### src/rtl/mult_pkg.sv
// Shared definitions for the sequential 4x4 shift-and-add multiplier.
package mult_pkg;

    // Number of add/shift iterations, one per multiplier bit.
    localparam int N_ITER = 4;

    // Counter value on which the last iteration is performed.
    localparam logic [1:0] LAST_CNT = 2'(N_ITER - 1);

    // FSM state encoding.
    typedef enum logic [1:0] {
        OCIOSO = 2'd0,
        CALC   = 2'd1,
        FIM    = 2'd2
    } estado_t;

endpackage

### src/rtl/multiplicador4b_seq_if.sv
// Operand/result bundle of the multiplier; the master issues operands, the slave computes.
interface multiplicador4b_seq_if;

    logic       start;
    logic [3:0] a;
    logic [3:0] b;
    logic [7:0] p;
    logic       busy;
    logic       done;

    modport master (
        output start, a, b,
        input  p, busy, done
    );

    modport slave (
        input  start, a, b,
        output p, busy, done
    );

endinterface

### src/rtl/somador4b.sv
// 4-bit ripple-carry adder, purely combinational.
module somador4b (
    input  logic [3:0] a,
    input  logic [3:0] b,
    input  logic       cin,
    output logic [3:0] s,
    output logic       cout
);

    logic [4:0] carry;

    assign carry[0] = cin;

    // One full adder per bit, carry rippling upward.
    for (genvar i = 0; i < 4; i++) begin : g_fa
        assign s[i]       = a[i] ^ b[i] ^ carry[i];
        assign carry[i+1] = (a[i] & b[i]) | (a[i] & carry[i]) | (b[i] & carry[i]);
    end

    assign cout = carry[4];

endmodule

### src/rtl/multiplicador4b_seq.sv
// Sequential 4x4 unsigned shift-and-add multiplier around somador4b.
// {acc, rb} forms the 8-bit product register; rb starts as the multiplier
// and is shifted out one bit per iteration as product bits shift in.
module multiplicador4b_seq
    import mult_pkg::*;
(
    input  logic                       clk,
    input  logic                       rst_n,
    multiplicador4b_seq_if.slave       bus
);

    estado_t    estado_q;
    logic [3:0] ra_q;
    logic [3:0] acc_q;
    logic [3:0] rb_q;
    logic [1:0] cnt_q;
    logic       busy_q;
    logic       done_q;

    logic [3:0] addend;
    logic [3:0] sum;
    logic       cout;
    logic [3:0] acc_d;
    logic [3:0] rb_d;

    // Partial product for this iteration: multiplicand if the current multiplier bit is set.
    assign addend = rb_q[0] ? ra_q : 4'b0000;

    somador4b u_somador (
        .a    (acc_q),
        .b    (addend),
        .cin  (1'b0),
        .s    (sum),
        .cout (cout)
    );

    // 9-bit right shift of {cout, sum, rb}; the carry lands in acc[3], old rb[0] drops out.
    assign {acc_d, rb_d} = {cout, sum, rb_q[3:1]};

    // FSM plus datapath registers; busy/done are registered alongside the state.
    // NOTE: asynchronous active-low reset clears every register, and all state updates use <= so
    // every register samples pre-edge values regardless of statement order.
    always_ff @(posedge clk or negedge rst_n) begin
        if (!rst_n) begin
            estado_q <= OCIOSO;
            ra_q     <= '0;
            acc_q    <= '0;
            rb_q     <= '0;
            cnt_q    <= '0;
            busy_q   <= 1'b0;
            done_q   <= 1'b0;
        end else begin
            case (estado_q)
                OCIOSO, FIM: begin
                    if (bus.start) begin
                        estado_q <= CALC;
                        ra_q     <= bus.a;
                        rb_q     <= bus.b;
                        acc_q    <= '0;
                        cnt_q    <= '0;
                        busy_q   <= 1'b1;
                        done_q   <= 1'b0;
                    end else begin
                        estado_q <= OCIOSO;
                        busy_q   <= 1'b0;
                        done_q   <= 1'b0;
                    end
                end
                CALC: begin
                    acc_q <= acc_d;
                    rb_q  <= rb_d;
                    cnt_q <= cnt_q + 2'd1;
                    if (cnt_q == LAST_CNT) begin
                        estado_q <= FIM;
                        busy_q   <= 1'b0;
                        done_q   <= 1'b1;
                    end
                end
                default: begin
                    estado_q <= OCIOSO;
                    busy_q   <= 1'b0;
                    done_q   <= 1'b0;
                end
            endcase
        end
    end

    assign bus.p    = {acc_q, rb_q};
    assign bus.busy = busy_q;
    assign bus.done = done_q;

endmodule

### src/flat_wrapper.sv
// flat-port wrapper written by rule: the top's interface ports become plain ports
module multiplicador4b_seq_flat import mult_pkg::*;
  (clk, rst_n, bus_start, bus_a, bus_b, bus_p, bus_busy, bus_done);
  multiplicador4b_seq_if bus_i ();
  input  logic clk;
  input  logic rst_n;
  input wire logic [$bits(bus_i.start)-1:0] bus_start;
  input wire logic [$bits(bus_i.a)-1:0] bus_a;
  input wire logic [$bits(bus_i.b)-1:0] bus_b;
  output wire logic [$bits(bus_i.p)-1:0] bus_p;
  output wire logic [$bits(bus_i.busy)-1:0] bus_busy;
  output wire logic [$bits(bus_i.done)-1:0] bus_done;
  assign bus_i.start = bus_start;
  assign bus_i.a = bus_a;
  assign bus_i.b = bus_b;
  assign bus_p = bus_i.p;
  assign bus_busy = bus_i.busy;
  assign bus_done = bus_i.done;
  multiplicador4b_seq u_core (.clk(clk), .rst_n(rst_n), .bus(bus_i));
endmodule
### config.mk
export PLATFORM = sky130hd
export DESIGN_NAME = multiplicador4b_seq_flat
export DESIGN_NICKNAME = d
export VERILOG_FILES = /design/src/rtl/mult_pkg.sv /design/src/rtl/multiplicador4b_seq_if.sv /design/src/rtl/somador4b.sv /design/src/rtl/multiplicador4b_seq.sv /design/src/flat_wrapper.sv
export SDC_FILE = /design/constraint.sdc
export NUM_CORES = 1
export LEC_CHECK = 0
export ABC_AREA = 0
export CAP_MARGIN = 20
export CORE_ASPECT_RATIO = 1.25
export CORE_MARGIN = 10
export CORE_UTILIZATION = 49
export CTS_BUF_LIST = sky130_fd_sc_hd__clkbuf_4
export DETAILED_ROUTE_END_ITERATION = 10
export GPL_ROUTABILITY_DRIVEN = 0
export PLACE_DENSITY = 0.85
export SETUP_SLACK_MARGIN = 0.05
export SLEW_MARGIN = 20
export SYNTH_ARGS = -nofsm -noshare
export SYNTH_HDL_FRONTEND = slang
export SYNTH_SLANG_ARGS = --single-unit
### constraint.sdc
create_clock -name clk -period 2.7 [get_ports clk]
set_clock_uncertainty 0.05 [all_clocks]
set_input_delay 0.54 -clock clk [delete_from_list [all_inputs] [get_ports clk]]
set_output_delay 0.54 -clock clk [all_outputs]
set_load 0.03 [all_outputs]
# --- Yosys cells after proc, flatten, opt, wreduce, memory -nomap -nowiden ---
# Cells that the tools add are included.
word_totals:
  n_memories: 0
  ram_bits: 0
  register_bits: 18
  latchBits: 0
  romBits: 0
  output_inout_bits: 10
classes:
  mux: 15
  n_div: 0
  n_addsub: 1
  n_reduce_logical: 5
  order_cmp: 0
  n_mul: 0
  shifts: 0
  n_bitwise: 23
  eq_ne: 5
ops:
  columns: ["operator", "count"]
  rows:
  - ["$pmux W4 S2", 2]
  - ["$mux W4", 3]
  - ["$and A1 B1 Y1", 10]
  - ["$pmux W2 S2", 2]
  - ["$xor A1 B1 Y1", 7]
  - ["$or A1 B1 Y1", 6]
  - ["$mux W1", 5]
  - ["$eq A2 B2 Y1 const B", 2]
  - ["$mux W2", 2]
  - ["$reduce_and A2 Y1", 2]
  - ["$add A2 B1 Y2 const B", 1]
  - ["$eq A2 B1 Y1 const B", 1]
  - ["$logic_not A2 Y1", 1]
  - ["$ne A2 B1 Y1 const B", 1]
  - ["$ne A2 B2 Y1 const B", 1]
  - ["$pmux W1 S2", 1]
  - ["$reduce_bool A2 Y1", 1]
  - ["$reduce_or A2 Y1", 1]

# --- Logic depth before layout (Yosys ltp) ---
# Gate-level depths: netlist of the first run.
logic_depth:
  word_depth: 12
  mapped_depth: 8
  ltp_nobuf: 8

# --- By module ---
# From an unflattened synthesis of the first run, not the netlist that was laid out.
hier_totals:
  cells_unflattened: 88
  area_unflattened_um2: 917.1
modules_own_cells:
  columns: ["mod", "area_each_um2", "cells_per_inst", "instances"]
  rows:
  - ["multiplicador4b_seq", 799.5, 74, 1]
  - ["somador4b", 117.6, 14, 1]

# --- Worst setup path before layout of the first run ---
# OpenSTA, ideal clock, no wires.
synth_timing:
  kind: "reg-to-reg"
  startpoint: "reg u_core.rb_q[0]"
  endpoint: "reg u_core.acc_q[2]"
  stages_incl_launch_ff: 9
  t_arrival_ps: 2347
  required_time_ps: 2583
  slack_ps: 237
  setup_time_ps: 67
  path_cell_list: "dfrtp_1 -> and2_1 -> ha_1 -> fa_1 -> fa_1 -> inv_1 -> fa_1 -> o21ai_0 -> a22o_1"
synth_via:
  elab_chain_cells: 10
  elab_cells_between_ends: 15
synth_lines:
  columns: ["element", "line", "rtl"]
  rows:
  - ["start: declaration", "multiplicador4b_seq.sv:15", "logic [3:0] rb_q;"]
  - ["start signal: assignment", "multiplicador4b_seq.sv:58", "rb_q <= bus.b;"]
  - ["start signal: assignment", "multiplicador4b_seq.sv:71", "rb_q <= rb_d;"]
  - ["$mux W4 (*)", "multiplicador4b_seq.sv:27", "assign addend = rb_q[0] ? ra_q : 4'b0000;"]
  - ["$and A1 B1 Y1 (2 in series)", "somador4b.sv:17", "assign carry[i+1] = (a[i] & b[i]) | (a[i] & carry[i]) | (b[i] & carry[i]);"]
  - ["$or A1 B1 Y1 (2 in series)", "somador4b.sv:17", null]
  - ["$and A1 B1 Y1", "somador4b.sv:17", null]
  - ["$or A1 B1 Y1 (2 in series)", "somador4b.sv:17", null]
  - ["$xor A1 B1 Y1 (*)", "somador4b.sv:16", "assign s[i] = a[i] ^ b[i] ^ carry[i];"]
  - ["$pmux W4 S2 (*)", "multiplicador4b_seq.sv:53", "case (estado_q)"]
  - ["end signal: assignment", "multiplicador4b_seq.sv:47", "acc_q <= '0;"]
  - ["end signal: assignment", "multiplicador4b_seq.sv:59", "acc_q <= '0;"]
  - ["end signal: assignment", "multiplicador4b_seq.sv:70", "acc_q <= acc_d;"]
  - ["end: declaration", "multiplicador4b_seq.sv:14", "logic [3:0] acc_q;"]
# Every way passes the cells marked *; elsewhere a longest branch is shown, timed or not.
# A chain may end at the register's enable or synchronous reset.

# --- Final worst setup path of the first run ---
# Ends and elaborated chain as after synthesis.

==> results of run 1 <==
state kept, by name, summed over array words and instances, names as in the netlist:
name	cells
u_core.rb_q	4
u_core.cnt_q	2
u_core.bus.busy	1
u_core.ra_q	4
u_core.acc_q	4
u_core.estado_q	2
cells in the final DEF, fill, tap and decap left out:
| master | Yosys | layout |
|---|---|---|
| ha_1 | 2 | 2 |
| fa_1 | 3 | 3 |
| clkdlybuf4s50_1 | 0 | 20 |
| mux2_2 | 3 | 3 |
| inv_1 | 2 | 2 |
| a22o_1 | 6 | 6 |
| xnor2_1 | 1 | 1 |
| nor2_2 | 1 | 1 |
| a21oi_1 | 3 | 3 |
| mux2i_1 | 3 | 3 |
| dfrtp_1 | 17 | 17 |
| buf_4 | 0 | 2 |
| mux2_4 | 4 | 4 |
| and2_1 | 4 | 4 |
| nor2b_1 | 1 | 1 |
| or2_2 | 1 | 1 |
| nand2b_1 | 1 | 1 |
| clkbuf_4 | 0 | 3 |
| o21ai_0 | 1 | 1 |
| nor2_1 | 2 | 2 |
| o2bb2ai_1 | 1 | 1 |
| and2b_1 | 4 | 4 |
| a211oi_1 | 3 | 3 |
| a21o_1 | 2 | 2 |
| nand2_1 | 2 | 2 |
| clkinv_2 | 0 | 1 |
cells by family after synthesis:
group / after synthesis
DFF: 17
AOI/OAI and AO/OA: 16
and+or+nand+nor: 16
muxes: 10
buffers and inverters: 5
adders and majority gates: 5
xor gates and xnor gates: 1
power breakdown:
part / switching (uW) / internal, uW / total [uW] / leakage, uW
Clock: 85.1 / 55.2 / 140 / 0.0000177
Sequential: 124 / 372 / 496 / 0.000208
Combinational: 347 / 391 / 738 / 0.000278
area by class of cell:
| cell class | instances | area share |
|---|---|---|
| sequential | 17 | 0.376 |
| tap | 19 | 0.0210 |
| inverter | 2 | 0.00664 |
| multi-input combinational | 48 | 0.382 |
| clock buffer | 3 | 0.0199 |
| timing repair buffer | 22 | 0.190 |
| clock inverter | 1 | 0.00442 |
layer usage:
metal  share of wire  global-route usage
met5               0                   0
met4           0.021              0.0618
met3           0.047              0.0300
met2            0.52               0.181
met1            0.41               0.123
stage by stage:
stage	std cells	setup slack (ps)	hold slack, ps	power (uW)	area, um2
floorplan	70	237	194	1000	892
global placement	108	366	414	1210	1100
detailed placement	108	237	418	1250	1100
CTS	112	199	446	1390	1130
global route	112	52.8	489	1490	1130
finish	112	208	439	1370	1130
worst paths after layout:
kind	end	slack (ps)
hold / removal	u_core.bus.busy$_DFFE_PN0P_	440
setup / recovery	u_core.acc_q[2]$_DFFE_PN0P_	210
hold reg to reg	u_core.bus.busy$_DFFE_PN0P_	440
setup reg to reg	u_core.acc_q[2]$_DFFE_PN0P_	210
max in group asynchronous	u_core.ra_q[2]$_DFFE_PN0P_	1490
min in group asynchronous	u_core.rb_q[3]$_DFFE_PN0P_	630
==> qor.csv, run 1 <==
metric;value;unit
gr-total-overflow;0;
grt_use_total;0.109;
yosys.area.top_type_share;0.477;
synthSimpleGateAreaFrac;0.107;
finalSetupViolations;0;
hold_path_class;flip-flop to flip-flop;
cp.required;2890;ps
status;finished clean;
cp_common_cell;fa_1;
synth_top_family_by_area;multiplexers;
ff2ff_path_depth;8;
die_area;3940;um2
postCtsResizedCells;0;
wl_per_cell;16.8;um
synth_area;892;um2
fill_cells;144;
ys_seq_area_frac;0.477;
slowest_delay;450;ps
max_freq;0.401;GHz
ant_nets;0;
clockBufferDepth;2;
port-buffer-count;20;
syn-instance-count;70;
hold_depth;1;
post-cts-setup-buffers;0;
startpoint;u_core.rb_q[0]$_DFFE_PN0P_;
setup-tns-final;0;ps
first_pass_iters;2;
crit_arrival;2690;ps
grt_max_degree;18;
worstSetupEndpointType;flip-flop;
synth_edf_count;0;
drc;0;
ctsHoldBuffers;0;
yosys_warnings;0;
ys.flop_type;dfrtp_1;
path_depth;8;
start_util;0.511;
antenna_found_initial;0;
path_max_fanout;6;
drt_iter0_drc;7;
clock_latency;300;ps
grt_pass1_wl;3310;um
crit_chain;and2_1, ha_1, fa_1, fa_1, inv_1, fa_1, o21ai_0, a22o_1;
ir_drop;618;uV
antennaDiodeCount;0;
p_per_area;1220;nW/um2
netlist_top_cells_area;dfrtp_1 48%, fa_1 6.7%, mux2_4 6.7%;
cts.sinks;17;
crit_type;flip-flop to flip-flop;
dp_hpwl;1440;um
clk_pin_slew;100;ps
slew-limit-headroom;0.487;
cts-buffers-inserted;3;
hp-start;u_core.bus.busy$_DFFE_PN0P_;
drv_slew;0;
r2r-start;u_core.rb_q[0]$_DFFE_PN0P_;
regArea;425;um2
wl;1880;um
period_needed;2490;ps
die_x;58.2;um
ys_seq_elements;17;
pin_count;21;
drive_above_1_share;0.161;
cts_root_buffer;clkbuf_4;
synth_compound_area_frac;0.133;
multiInputGateArea;432;um2
p_leak;0.000504;uW
netlist_top_cells_count;17 x dfrtp_1, 6 x a22o_1, 4 x and2_1, 4 x and2b_1, 4 x mux2_4;
utilization;0.648;
cp.buffers_inverters;1;
synth_fa_ha_area_frac;0.0954;
maxCapViolations;0;
row_count;17;
synth-xor-area-share;0.00982;
vias;611;
syn-num-nets;86;
synth_cell_types;24;
syn_to_final_growth;26.8;%
grt_pass1_vias;691;
nets;110;
synth_top_area_cell;dfrtp_1;
avgSynthCellArea;12.7;um2
post-route-period-util;0.923;
worstMarginPinSlew;768;ps
rsz0062_at_grt;false;
hold_viol;0;
die_h;67.7;um
ys_async_sr_fraction;1.00;
avgViaCountPerCell;5.46;
crit_family;adder cells;
coreArea;1740;um2
cp-start-kind;flip-flop;
synth_mux_area_frac;0.139;
slowest_stage;dfrtp_1;
synth_most_common_cell;dfrtp_1;
h-tree-depth;1;
cts_tree;yes;
(Power assumes the default switching activity.)
==> run 2, diff against run 1 <==
- ABC_AREA: 0 -> 1
==> run 2 against run 1 <==
Net effect:
- largest cell class is now flip-flops and latches
- via count is 16% higher
- critical endpoint unchanged
- critical path type unchanged
- design area is 0.88% higher
- area after synthesis is 0.56% lower
- largest power group unchanged
- sequential share of layout area is 0.33 points lower
- maximum frequency is 6.1% higher
==> qor.csv, run 2 <==
metric;value;unit
avgSynthCellArea;8.96;um2
slew-limit-headroom;0.504;
grt_pass1_vias;772;
p_leak;0.000589;uW
power_frac_comb;0.542;
drv_slew;0;
port-buffer-count;20;
h-tree-depth;1;
slowest_stage;dfrtp_1;
drive_above_1_share;0.0813;
clk_pin_slew;100;ps
gr-total-overflow;0;
start_util;0.509;
cp_common_cell;fa_1;
max_freq;0.426;GHz
p_per_area;1180;nW/um2
cts_root_buffer;clkbuf_4;
ir_drop;507;uV
switching_share;0.468;
whs_endpoint;u_core.ra_q[2]$_DFFE_PN0P_;
die_x;58.1;um
grt_pass1_wl;3130;um
cp-start-kind;flip-flop;
cts.sinks;17;
final_cell_mix;36 x nand2_1, 20 x clkdlybuf4s50_1, 17 x dfrtp_1;
die_h;67.6;um
maxCapViolations;0;
vias;707;
cts_tree;yes;
hp-start;u_core.ra_q[2]$_DFFE_PN0P_;
pin_count;21;
reg_top3;u_core.acc_q x4, u_core.ra_q x4, u_core.rb_q x4;
antennaDiodeCount;0;
yosys.area.top_type_share;0.480;
coreArea;1740;um2
syn-num-nets;115;
netlist_top_cells_count;36 x nand2_1, 17 x dfrtp_1, 15 x inv_1, 13 x nand3_1, 3 x fa_1;
status;finished clean;
final_common_cell;nand2_1;
cts-buffers-inserted;3;
ys_seq_area_frac;0.480;
postCtsResizedCells;0;
r2r-start;u_core.rb_q[0]$_DFFE_PN0P_;
post-cts-setup-buffers;0;
power;1350;uW
wl_per_cell;12.7;um
reg2reg_slack;350;ps
synth_most_common_cell;nand2_1;
crit_arrival;2550;ps
ant_nets;0;
crit_chain;nand2_1, inv_1, ha_1, fa_1, fa_1, inv_1, fa_1, or2_1, nand2_1;
clock_latency;300;ps
drt_iter0_drc;7;
p_seq_frac;0.349;
rsz0062_at_grt;false;
ys_seq_elements;17;
cp.required;2900;ps
p_int;717;uW
hold_slack;435;ps
hold_viol;0;
drc;0;
netlist_top_cells_area;dfrtp_1 48%, nand2_1 15%, nand3_1 7.3%;
synth_top_area_cell;dfrtp_1;
post-route-period-util;0.870;
nets;140;
ys.flop_type;dfrtp_1;
hold_depth;2;
ff2ff_path_depth;9;
synth_cell_types;16;
wl;1810;um
p_sw;631;uW
slowest_delay;440;ps
row_count;17;
die_area;3920;um2
worstSetupEndpointType;flip-flop;
antenna_found_initial;0;
setup-tns-final;0;ps
syn-instance-count;99;
syn_to_final_growth;28.6;%
crit_type;flip-flop to flip-flop;
dp_hpwl;1460;um
yosys_warnings;0;
synth_edf_count;0;
grt_max_degree;18;
synth_area;887;um2
clkPwrFrac;0.110;
r2r-end;u_core.acc_q[2]$_DFFE_PN0P_;
path_max_fanout;6;
grt_use_total;0.105;
ys_async_sr_fraction;1.00;
finalSetupViolations;0;
clockBufferDepth;2;
ctsHoldBuffers;0;
avgViaCountPerCell;4.98;
first_pass_iters;4;
worstMarginPinSlew;741;ps
period_needed;2350;ps
hold_path_class;flip-flop to flip-flop;
[run 2: cell types whose count changed in the layout (fill, tap and decap cells not counted), moves of 6 or more]
cell | before | now
a22o_1 | 6 | 0
nand3_1 | 0 | 13
nand2_1 | 2 | 36
inv_1 | 2 | 15
[run 2: cell families (layout without fill, tap and decap cells)]
group           after synthesis  count (layout)  synth area share
flops                        17              17             0.480
fa+ha+maj                     5               5            0.0959
simple gates                 57              57             0.319
compound gates                3               3            0.0169
buf+inv                      17              41            0.0889
[run 2: worst max-delay path by stage]
stage / from / to / cells past startpoint
after floorplan: u_core.rb_q[0]$_DFFE_PN0P_ / u_core.acc_q[2]$_DFFE_PN0P_ / 9
after global placement: u_core.rb_q[0]$_DFFE_PN0P_ / u_core.acc_q[2]$_DFFE_PN0P_ / 9
after detailed placement: u_core.rb_q[0]$_DFFE_PN0P_ / u_core.acc_q[2]$_DFFE_PN0P_ / 9
after CTS: u_core.rb_q[0]$_DFFE_PN0P_ / u_core.acc_q[2]$_DFFE_PN0P_ / 9
after global routing: u_core.rb_q[0]$_DFFE_PN0P_ / u_core.acc_q[2]$_DFFE_PN0P_ / 9
final: u_core.rb_q[0]$_DFFE_PN0P_ / u_core.acc_q[2]$_DFFE_PN0P_ / 9
[run 2: routing by layer]
layer / part of all wire / vias to the layer above / GRT usage
met2: 0.49 / 25 / 0.180
met5: 0 / - / 0
met1: 0.38 / 323 / 0.0898
met3: 0.080 / 8 / 0.0375
met4: 0.054 / 0 / 0.112
li1: - / 351 / -
[run 2: metrics by stage]
step           area, um2  cells  worst slack [ps]  utilization
2_1_floorplan        887     99               312            -
6_report            1140    142               351        0.654
4_1_cts             1140    142               340        0.654
3_3_place_gp        1110    138               434        0.637
3_5_place_dp        1110    138               348        0.637
5_1_grt             1140    142               196        0.654
[run 2: area by class of cell]
cell class              count  area [um2]
repair buffers             20         200
inverters                  17        78.8
multi-input cells          65         383
clock buffers               4        30.0
flip-flops and latches     17         425
well taps                  19        23.8
fillers                   147         603
[run 2: power by group through the flow]
stage	combinational [uW]	clock [uW]	sequential, uW
2_1_floorplan	395	0	572
3_3_place_gp	721	0	465
3_5_place_dp	744	0	476
4_1_cts	746	153	470
5_1_grt	812	161	487
6_report	730	148	470
[run 2: critical path: cells and delay by family, from the launching register on]
kind | cells | cell delay [ps]
flip-flops | 1 | 440
AND/OR/NAND/NOR | 3 | 370
buffers and inverters | 2 | 120
adder cells (fa/ha/maj) | 4 | 1320
==> run 3, diff against run 2 <==
- SLEW_MARGIN: 20 -> unset
==> results of run 3 <==
Final layout, timing and power as in run 2 (identical DEF).
